### src/rtl/fwd_hazard_unit.sv
`default_nettype none
// ============================================================================
// Module   : fwd_hazard_unit
// Brief    : Tracks in-flight destinations and produces EX forward selects and
//            an ID load-use stall. The optional FWD_HAZARD_STATS_EN macro adds
//            stall and forward event counters.
// Revision : 1.0 - initial release
// ============================================================================
module fwd_hazard_unit #(
  parameter int REG_AW    = 5,
  parameter int NUM_SRC   = 2,
  parameter int FWD_DEPTH = 2,
  parameter int LOAD_LAT  = 1
) (
  input  logic                                    clk_i,
  input  logic                                    rst_i,
  input  logic                                    id_valid_i,
  input  logic [NUM_SRC*REG_AW-1:0]               id_rs_i,
  input  logic [REG_AW-1:0]                       id_rd_i,
  input  logic                                    id_regwrite_i,
  input  logic                                    id_load_i,
  input  logic                                    flush_i,
  input  logic                                    mem_stall_i,
  output logic [NUM_SRC*$clog2(FWD_DEPTH+1)-1:0]  fwd_sel_o,
  output logic                                    stall_id_o
`ifdef FWD_HAZARD_STATS_EN
  ,
  output logic [31:0]                             stall_cnt_o,
  output logic [31:0]                             fwd_cnt_o
`endif
);

  localparam int C_SELW = $clog2(FWD_DEPTH + 1);

  logic                      r_ex_v;
  logic                      r_ex_we;
  logic                      r_ex_ld;
  logic [REG_AW-1:0]         r_ex_rd;
  logic [NUM_SRC*REG_AW-1:0] r_ex_rs;

  logic [FWD_DEPTH-1:0]      r_ent_v;
  logic [FWD_DEPTH-1:0]      r_ent_we;
  logic [FWD_DEPTH-1:0]      r_ent_ld;
  logic [REG_AW-1:0]         r_ent_rd [FWD_DEPTH];

  logic                      w_ex_wr;
  logic [FWD_DEPTH-1:0]      w_ent_wr;
  logic                      w_capture;

  // Register 0 is hard-wired, so a write to it is never a producer.
  assign w_ex_wr = r_ex_v && r_ex_we && (r_ex_rd != '0);

  generate
    for (genvar g = 0; g < FWD_DEPTH; g++) begin : g_wr
      assign w_ent_wr[g] = r_ent_v[g] && r_ent_we[g] && (r_ent_rd[g] != '0);
    end
  endgenerate

  assign w_capture = id_valid_i && !flush_i && !stall_id_o;

  always_ff @(posedge clk_i) begin
    if (rst_i) begin
      r_ex_v   <= 1'b0;
      r_ex_we  <= 1'b0;
      r_ex_ld  <= 1'b0;
      r_ex_rd  <= '0;
      r_ex_rs  <= '0;
      r_ent_v  <= '0;
      r_ent_we <= '0;
      r_ent_ld <= '0;
      for (int k = 0; k < FWD_DEPTH; k++) begin
        r_ent_rd[k] <= '0;
      end
    end else if (!mem_stall_i) begin
      for (int k = FWD_DEPTH - 1; k >= 1; k--) begin
        r_ent_v[k]  <= r_ent_v[k-1];
        r_ent_we[k] <= r_ent_we[k-1];
        r_ent_ld[k] <= r_ent_ld[k-1];
        r_ent_rd[k] <= r_ent_rd[k-1];
      end
      r_ent_v[0]  <= r_ex_v;
      r_ent_we[0] <= r_ex_we;
      r_ent_ld[0] <= r_ex_ld;
      r_ent_rd[0] <= r_ex_rd;
      if (w_capture) begin
        r_ex_v  <= 1'b1;
        r_ex_we <= id_regwrite_i;
        r_ex_ld <= id_load_i;
        r_ex_rd <= id_rd_i;
        r_ex_rs <= id_rs_i;
      end else begin
        // Bubble sources are zeroed so an empty EX slot never requests a forward.
        r_ex_v  <= 1'b0;
        r_ex_we <= 1'b0;
        r_ex_ld <= 1'b0;
        r_ex_rd <= '0;
        r_ex_rs <= '0;
      end
    end
  end

  // Scan oldest to youngest so the nearest matching writer overrides.
  always_comb begin
    fwd_sel_o = '0;
    for (int n = 0; n < NUM_SRC; n++) begin
      for (int k = FWD_DEPTH - 1; k >= 0; k--) begin
        if (w_ent_wr[k] && (r_ent_rd[k] == r_ex_rs[n*REG_AW +: REG_AW])) begin
          if (!r_ent_ld[k] || (k >= LOAD_LAT)) begin
            fwd_sel_o[n*C_SELW +: C_SELW] = C_SELW'(k + 1);
          end else begin
            fwd_sel_o[n*C_SELW +: C_SELW] = '0;
          end
        end
      end
    end
  end

  // A producer in entry k sits at entry k+1 once the consumer reaches EX.
  always_comb begin
    logic              hz;
    logic [REG_AW-1:0] src;
    stall_id_o = 1'b0;
    hz         = 1'b0;
    src        = '0;
    for (int n = 0; n < NUM_SRC; n++) begin
      hz  = 1'b0;
      src = id_rs_i[n*REG_AW +: REG_AW];
      for (int k = FWD_DEPTH - 1; k >= 0; k--) begin
        if (w_ent_wr[k] && (r_ent_rd[k] == src)) begin
          hz = r_ent_ld[k] && ((k + 1) < LOAD_LAT);
        end
      end
      if (w_ex_wr && (r_ex_rd == src)) begin
        hz = r_ex_ld && (LOAD_LAT >= 1);
      end
      if (id_valid_i && (src != '0) && hz) begin
        stall_id_o = 1'b1;
      end
    end
  end

`ifdef FWD_HAZARD_STATS_EN
  logic [31:0] r_stall_cnt;
  logic [31:0] r_fwd_cnt;
  logic        w_any_fwd;

  assign w_any_fwd = |fwd_sel_o;

  always_ff @(posedge clk_i) begin
    if (rst_i) begin
      r_stall_cnt <= '0;
      r_fwd_cnt   <= '0;
    end else if (!mem_stall_i) begin
      if (stall_id_o && (r_stall_cnt != 32'hFFFF_FFFF)) begin
        r_stall_cnt <= r_stall_cnt + 32'd1;
      end
      if (w_any_fwd && (r_fwd_cnt != 32'hFFFF_FFFF)) begin
        r_fwd_cnt <= r_fwd_cnt + 32'd1;
      end
    end
  end

  assign stall_cnt_o = r_stall_cnt;
  assign fwd_cnt_o   = r_fwd_cnt;
`endif

endmodule
`default_nettype wire

### config.mk
export PLATFORM = sky130hd
export DESIGN_NAME = fwd_hazard_unit
export DESIGN_NICKNAME = d
export VERILOG_FILES = /design/src/rtl/fwd_hazard_unit.sv
export SDC_FILE = /design/constraint.sdc
export NUM_CORES = 1
export LEC_CHECK = 0
export CAP_MARGIN = 20
export CELL_PAD_IN_SITES_DETAIL_PLACEMENT = 0
export CELL_PAD_IN_SITES_GLOBAL_PLACEMENT = 1
export CORE_MARGIN = 8
export CORE_UTILIZATION = 30
export CTS_CLUSTER_SIZE = 28
export DETAILED_ROUTE_END_ITERATION = 7
export GPL_ROUTABILITY_DRIVEN = 0
export HOLD_SLACK_MARGIN = 0.02
export PLACE_DENSITY_LB_ADDON = 0.15
export SKIP_CTS_REPAIR_TIMING = 1
export SYNTH_ARGS = -nofsm -noshare
export SYNTH_HDL_FRONTEND = slang
export SYNTH_SLANG_ARGS = --single-unit
### constraint.sdc
create_clock -name clk_i -period 2.19 [get_ports clk_i]
set_input_delay 0.3285 -clock clk_i [delete_from_list [all_inputs] [get_ports clk_i]]
set_output_delay 0.3285 -clock clk_i [all_outputs]
set_load 0.01 [all_outputs]
Word-level counts from Yosys, hierarchy flattened
Memories as Yosys holds them, arrays and structs flattened.
Cells that the tools add are included.

storage, ports and cells
  input port bits = 22
  bits in registers = 23
  memories kept = 1
  output and inout port bits = 5
  memory bits (writable) = 10
  word-level logic and storage cells = 63

memories
  memory    words  bits a word  rd ports  clocked after memory_dff  wr ports  line  source
  r_ent_rd  2      5            2         0                         2         44    logic [REG_AW-1:0] r_ent_rd [FWD_DEPTH];

operators by class
  equality and inequality tests = 6
  mux-type cells = 21
  reductions and logical operators = 25
  bitwise gates (word level) = 2

operators by type and width
  cell                number
  == test 5 bit       6
  nonzero test 5 bit  5
  logical AND 1 bit   18
  two-way mux 5 bit   3
  two-way mux 1 bit   13
  two-way mux 10 bit  1
  two-way mux 2 bit   4
  logical NOT 1 bit   2
  bitwise OR 1 bit    2

Depth between registers and ports, before layout
Gate-level depths: netlist of the first run.

  word-level depth = 10
  gate-level depth with buffers = 6
  depth with buffers taken out = 5

Worst setup path before layout of the first run
OpenSTA, ideal clock, no wires.

  kind = register to output
  from = register r_ex_rd[2]
  to = output stall_id_o
  arrival = 1438 ps
  cell stages (with the launch flop) = 6
  required time = 1862 ps
  slack = 424 ps
  cell sequence = dfxtp_1 > xor2_1 > nor3_2 > o2111ai_2 > a211oi_4 > buf_8

between the ends
  word-level cells in the longest chain between the ends = 7
  elaborated cells between the ends (all ways) = 12
  those cells by class = 2 x eq/ne; 4 x mux; 6 x reduce/logical

RTL lines
  element                 line  source
  from (decl)             38    logic [REG_AW-1:0] r_ex_rd;
  from (signal assigned)  89    r_ex_rd <= id_rd_i;
  nonzero test 5 bit      51    assign w_ex_wr = r_ex_v && r_ex_we && (r_ex_rd != '0);
  logical AND 1 bit       51
  logical AND 1 bit       133   if (w_ex_wr && (r_ex_rd == src)) begin
  two-way mux 1 bit       133
  logical AND 1 bit       136   if (id_valid_i && (src != '0) && hz) begin
  two-way mux 1 bit       136
  two-way mux 1 bit *     136
  to (decl)               25    output logic stall_id_o

Every way passes the cells marked *; elsewhere a longest branch is shown, timed or not.

==> summary.txt, run 1 <==
Run status
  • Status: finished, final reports clean

CTS
  • Clk root buf: clkbuf_8
  • Reg clk slew, reported paths: around 70 ps
  • Bufs on Longest Clock Path: 2
  • CTS buffer count: 5
  • CTS tree: yes
  • Clk Latency, worst-skew pair: 280 ps
  • CTS Sinks: 33
  • H-tree depth: 2

Floorplanning
  • Area of the core: about 5400 µm²
  • Chip width: 90.65 µm
  • Initial Utilization: 0.3073
  • Rows: 27
  • Ports: 27
  • Die Span Y: ~91 µm
  • DIE AREA: between 8000 and 9000 µm²

Synthesis
  • Yosys warning count: 0
  • Post-synthesis xor/xnor area fraction: 0.1519
  • Area of the mapped netlist: roughly 1700 µm²
  • Sequential fraction of the synthesis area: 0.4551
  • Synth area leader: dfxtp_1
  • Post-synth cell types: 31
  • Post-synthesis mux area share: 0.02994
  • Avg Cell Area, Syn: slightly below 10 µm²
  • Synth top area share: 0.2754
  • Main combinational cell family by area after synthesis: simple AND/OR/NAND/NOR gates
  • FF+latch count, synth: 33
  • Simple-gate portion of the synthesized area: 0.2186
  • Post-synthesis compound-gate area fraction: 0.1190
  • Cell count after synthesis: approximately 170
  • Post-synthesis adder-cell area fraction: 0
  • Synth area leaders: dfxtp_1 (28%), edfxtp_1 (18%), nand2_1 (7.9%)
  • Mapped Nets: ~190

GRT
  • Global Route Usage Sum: 0.1039
  • GRT overflow: 0
  • Initial antenna violation count: 0
  • Largest net degree at the start of global routing: 19
  • First-pass GRT wire length: ~6800 µm
  • Vias in the first global route: between 1k and 1.5k

Drt
  • WL/cell: around 14 µm
  • Routed met2 length: roughly 2000 µm
  • Initial drt markers: 44
  • First-pass iteration count of the detailed router: 4
  • Wl on met1: ~1900 µm
  • Detailed Route WL: between 4000 and 5000 µm
  • Vias per cell: 4.540
  • Via count: 1321
  • Routed wl met3: 147 µm
  • DRC viols: 0
  • Final ANT Viol Nets: 0
  • DR top layer: met4

Placed design
  • DP Area: 2137 µm²
  • Port buffer count: 26
  • Detailed Place HPWL: ~3300 µm

Worst hold path
  • Hold EP: r_ex_v$_SDFFE_PP0N_
  • Hold wc startpoint: r_ex_v$_SDFFE_PP0N_
  • Worst hold path class: flip-flop to flip-flop
  • WHS Path Cells: 2

STA
  • RSZ-0062 raised after global routing: yes
  • Fin. max-slew vios: 0
  • Setup Skew: ~7.2 ps
  • Final setup fails: 0
  • Fmax: 466.1 MHz
  • Least-Margin Pin Slew: ~380 ps
  • Final Hold Viols: 0
  • Tcrit/Tclk final: 0.9797
  • Slew margin rel.: 0.7446
  • Crit path time final: about 2100 ps
  • Hold slack: approximately 480 ps

Setup path
  • Worst-path maximum fanout: 2
  • Worst EP required: ~1900 ps
  • Crit Path Class: flip-flop to output port
  • Critical Path Source Type: flip-flop
  • FF-to-FF path depth: 6
  • R2R setup slack: roughly 390 ps
  • FF-to-FF End: r_ex_rs[6]$_SDFFE_PP0N_
  • Critical Path Start: r_ent_rd[0][8]$_SDFFCE_PN0P_
  • CP arrival: approximately 1800 ps
  • RR Startpoint: r_ex_rd[3]$_SDFFE_PP0N_
  • Critical Path Sink Type: output port

Power and ir drop
  • Leakage: ~0.9 nW
  • Power Density: ~600 nW/µm²
  • VDD IR max: 0.0002166 V

Layout
  • Register area: between 700 and 800 µm²
  • Multi-input combinational cell area: approximately 870 µm²
  • Antenna cells: 0
  • FILL cells: around 540
  • Area Growth Syn to Fin: 33.38%
  • Layout cells sized above 1: 0.2100
  • Fin area: 2230 µm²
  • Nets: 240

Job
  • Max cap viols: 0
critical path, cell delays in order (launching register included):
cell      delay (ps)
edfxtp_1         380
or4_1            520
o211ai_1         270
nor4_1           100
o31a_1           110
buf_2            140
cell families (layout without fill, tap and decap cells):
group	Yosys count	after routing
mux	5	5
flops	33	33
buf+inv	8	56
compound gates	25	25
simple gates	71	71
xor+xnor	29	29
how the worst max path moves through the flow:
stage | end | slack, ps | cells after the start
global route | stall_id_o | -110 | 6
CTS | fwd_sel_o[3] | -360 | 5
finish | fwd_sel_o[3] | 40 | 5
floorplan | stall_id_o | 420 | 5
global placement | stall_id_o | -320 | 6
detailed placement | stall_id_o | -330 | 6
synthesized netlist by cell type:
| cell | instances |
|---|---|
| buf_8 | 1 |
| mux2i_1 | 5 |
| buf_2 | 1 |
| or3_1 | 1 |
| nor3_1 | 1 |
| nand2_1 | 35 |
| o31a_1 | 2 |
| nor4_1 | 6 |
| o21ai_1 | 2 |
| inv_1 | 2 |
| nor2b_1 | 1 |
| nor2_1 | 7 |
| nand4_1 | 3 |
| o2111ai_2 | 1 |
| o21ai_2 | 9 |
| clkbuf_1 | 4 |
| or4_4 | 1 |
| o311a_1 | 1 |
| nand3_1 | 2 |
| dfxtp_1 | 23 |
| edfxtp_1 | 10 |
| or4_1 | 1 |
| o211ai_1 | 1 |
| xor2_1 | 15 |
| nor3_2 | 1 |
| a211oi_4 | 1 |
| and2_2 | 2 |
| nor4b_4 | 1 |
| xnor2_1 | 14 |
| o21ai_0 | 8 |
| and2_1 | 9 |
metal layers:
metal,track usage,vias to the layer above
li1,-,682
met1,0.1205,606
met2,0.1754,26
met3,0.02660,7
met4,0.04577,0
met5,0,-
area by class of cell:
cell class	instances	area share
clock buffers	7	0.04377
flip-flops and latches	33	0.3412
multi-input cells	130	0.3894
clock inverters	1	0.002245
repair buffers	46	0.1796
inverters	2	0.003367
well taps	72	0.04040
stage by stage:
step / util / setup slack, ps / power (mW) / cells / TNS [ps]
2_1_floorplan: - / 423.7 / 0.7527 / 171 / 0
3_3_place_gp: 0.3929 / -323.2 / 0.8358 / 283 / -337.8
3_5_place_dp: 0.3929 / -326.6 / 0.8406 / 283 / -376.5
4_1_cts: 0.4118 / -358.3 / 1.352 / 291 / -1503
5_1_grt: 0.4099 / -111.4 / 1.393 / 291 / -111.4
6_report: 0.4099 / 44.56 / 1.333 / 291 / 0
power breakdown:
part	total (mW)	switching (mW)	internal, mW
clock	0.508	0.217	0.291
sequential	0.668	0.0191	0.649
combinational	0.157	0.0663	0.0908
total	1.33	0.302	1.03
layout by cell type, fill, tap and decap left out:
master and n:
or3_1 1, nor3_2 1, o2111ai_2 1, and2_1 9
or4_4 1, nand4_1 3, nor2_1 7, o21ai_0 8
and2_2 2, nor2b_1 1, o21ai_1 2, o31a_1 2
inv_1 2, clkdlybuf4s50_1 21, nor4b_4 1, dlymetal6s2s_1 2
clkbuf_1 1, buf_4 20, mux2i_1 5, clkbuf_16 1
o211ai_1 1, dfxtp_1 23, nor4_1 6, nand2_1 35
a211oi_4 1, clkbuf_2 2, clkbuf_8 5, xor2_1 15
xnor2_1 14, nand3_1 2, clkinv_2 1, edfxtp_1 10
nor3_1 1, or4_1 1, o311a_1 1, buf_2 1
o21ai_2 9
sequential cells by signal (all words and copies together), names as in the netlist:
register	count
r_ent_ld	1
r_ent_v	2
r_ent_we	2
r_ex_ld	1
r_ex_we	1
r_ex_v	1
r_ent_rd	10
r_ex_rs	10
r_ex_rd	5
(Power assumes the default switching activity.)
==> run 2, diff against run 1 <==
==> constraint.sdc (replaced) <==
create_clock -name clk_i -period 2.69 [get_ports clk_i]
set_input_delay 0.4035 -clock clk_i [delete_from_list [all_inputs] [get_ports clk_i]]
set_output_delay 0.4035 -clock clk_i [all_outputs]
set_load 0.01 [all_outputs]
==> run 2 against run 1 <==
Against the previous run:
- global-route usage down 0.35 points
- non-clock buffer count fell by 9
- combinational power fell by 27%
- power fell by 23%
- sequential power shrank 18%
- final cell count down 3.1%
- flip-flop and latch count is the same
- utilization decreased by 1.2 points
==> summary.txt, run 2 (same netlist as run 1, synthesis figures left out) <==
Run status
  • Status: finished, final reports clean

GRT
  • Vias in the first global route: 1344 (-3.3%)
  • First-pass GRT wire length: 6430 µm (-6.0%)
  • GRT overflow: 0 (unchanged)
  • Global Route Usage Sum: 0.1004 (-0.003493)
  • Largest net degree at the start of global routing: 19 (unchanged)
  • Initial antenna violation count: 0 (unchanged)

Drt
  • Final ANT Viol Nets: 0 (unchanged)
  • First-pass iteration count of the detailed router: 4 (unchanged)
  • Via count: 1289 (-2.4%)
  • Detailed Route WL: 3869 µm (-5.4%)
  • DRC viols: 0 (unchanged)
  • Vias per cell: 4.571 (+0.69%)
  • WL/cell: 13.72 µm (-2.4%)
  • Initial drt markers: 61 (+39%)

Placed design
  • Detailed Place HPWL: 2978 µm (-9.3%)
  • DP Area: 2039 µm² (-4.6%)
  • Placed insts: 270 (-4.6%)
  • Port buffer count: 26 (unchanged)

Layout
  • Leading cell types in the layout, fill and taps excluded: nand2_1 (35), clkdlybuf4s50_1 (23), dfxtp_1 (23)
  • Biggest regs: r_ent_rd x10, r_ex_rs x10, r_ex_rd x5
  • Nets: 231 (-3.8%)
  • Final cell count without fillers: 282 (-3.1%)
  • Fin area: 2163 µm² (-3.0%)
  • Antenna cells: 0 (unchanged)
  • Area Growth Syn to Fin: 29.42%
  • Layout cells sized above 1: 0.1667 (-0.04338)
  • Commonest non-fill, non-tap cell in the layout: nand2_1

Power and ir drop
  • Switch Pwr: 248.6 µW (-18%)
  • VDD IR max: 0.0001994 V (-7.9%)
  • Power Density: 471.7 nW/µm² (-21%)
  • Combinational share of power: 0.111 (-0.007)
  • Leakage: 0.8680 nW (-4.6%)
  • Register share of total power: 0.536 (+0.035)
  • Sw frac: 0.2436 (+0.01691)
  • Clk network pwr share: 0.352 (-0.029)
  • Tot Pwr: 1.020 mW (-23%)
  • P_int: 771.9 µW (-25%)

Setup path
  • CP arrival: 2120 ps (+300 ps)
  • Crit Path Class: flip-flop to output port
  • R2R setup slack: 850 ps (+460 ps)
  • Worst-path maximum fanout: 4 (+2)
  • RR Startpoint: r_ex_rd[0]$_SDFFE_PP0N_
  • Critical Path Sink Type: output port
  • Worst EP required: 2290 ps (+430 ps)
  • FF-to-FF path depth: 6 (unchanged)
  • Critical Path Source Type: flip-flop
  • FF-to-FF End: r_ex_rs[6]$_SDFFE_PP0N_

Floorplanning
  • Rows: 27 (unchanged)
  • Chip width: 90.65 µm (unchanged)
  • DIE AREA: 8217 µm² (unchanged)
  • Area of the core: 5439 µm² (unchanged)
  • Initial Utilization: 0.3073 (unchanged)
  • Die Span Y: 90.65 µm (unchanged)
  • Ports: 27 (unchanged)

STA
  • Least-Margin Pin Slew: 459.8 ps (+77.08 ps)
  • RSZ-0062 raised after global routing: no
  • Final Hold Viols: 0 (unchanged)
  • Fin. max-slew vios: 0 (unchanged)
  • Crit path time final: 2523 ps
  • Tcrit/Tclk final: 0.9381
  • Slew margin rel.: 0.6923 (-0.05224)
  • Setup_tns: 0 ps (unchanged)
  • Setup Skew: 7.208 ps (+0.0005300 ps)
  • Final setup fails: 0 (unchanged)
  • Fmax: around 400 MHz

CTS
  • H-tree depth: 2 (unchanged)
  • Bufs on Longest Clock Path: 2 (unchanged)
  • CTS tree: yes
  • Reg clk slew, reported paths: 70 ps (about the same)
  • Clk Latency, worst-skew pair: 280 ps (about the same)
  • CTS Sinks: 33 (unchanged)
  • CTS buffer count: 5 (unchanged)
  • Clk root buf: clkbuf_8

Worst hold path
  • Worst hold path class: flip-flop to flip-flop
  • Hold wc startpoint: r_ex_we$_SDFFE_PP0N_
  • Hold EP: r_ex_we$_SDFFE_PP0N_
  • WHS Path Cells: 2 (unchanged)

Job
  • Max cap viols: 0 (unchanged)
-- run 2: metal layers --
layer  up-vias  GRT usage  routed length [µm]
met5         -          0                   0
met4         0    0.05825                  78
met3         8    0.03824                 212
met1       591     0.1111                1804
met2        27     0.1608                1773
li1        663          -                   -
-- run 2: final cells by class --
type	count	area, µm²
fill	539	3276
multi-input combinational	130	868.3
sequential	33	760.7
timing repair buffer	37	350.3
tap	72	90.09
clock buffer	5	68.82
clock inverter	3	17.52
inverter	2	7.507
-- run 2: how the worst max path moves through the flow --
stage | startpoint | end | slack, ps | depth (start not counted)
after global routing | r_ent_rd[0][0]$_SDFFCE_PN0P_ | fwd_sel_o[2] | 60 | 5
final | r_ent_rd[0][0]$_SDFFCE_PN0P_ | fwd_sel_o[2] | 170 | 5
after detailed placement | id_rs_i[0] | stall_id_o | -10 | 6
after floorplan | id_rs_i[7] | stall_id_o | 810 | 5
after CTS | id_rs_i[0] | stall_id_o | -10 | 6
after global placement | id_rs_i[0] | stall_id_o | -0.9 | 6
-- run 2: power by group through the flow --
stage / clock network, mW / registers [mW] / logic, mW
final: 0.360 / 0.547 / 0.114
after global routing: 0.400 / 0.550 / 0.125
after CTS: 0.377 / 0.548 / 0.111
after detailed placement: 0 / 0.559 / 0.110
after global placement: 0 / 0.559 / 0.108
after floorplan: 0 / 0.553 / 0.0599
-- run 2: per-stage QoR --
step	hold WS [ps]	util	setup WS, ps
after floorplan	450.7	-	806.2
after global placement	463.5	0.3750	-0.8917
after detailed placement	473.6	0.3750	-14.11
after CTS	483.8	0.3908	-14.87
after global routing	503.5	0.3977	61.38
final	483.0	0.3977	166.6
-- run 2: worst max-delay path: stages (launching register included) --
cell	delay (ps)
edfxtp_1	440
or3_1	400
o311a_1	320
nand4_1	130
nor4_1	60
clkdlybuf4s50_1	480
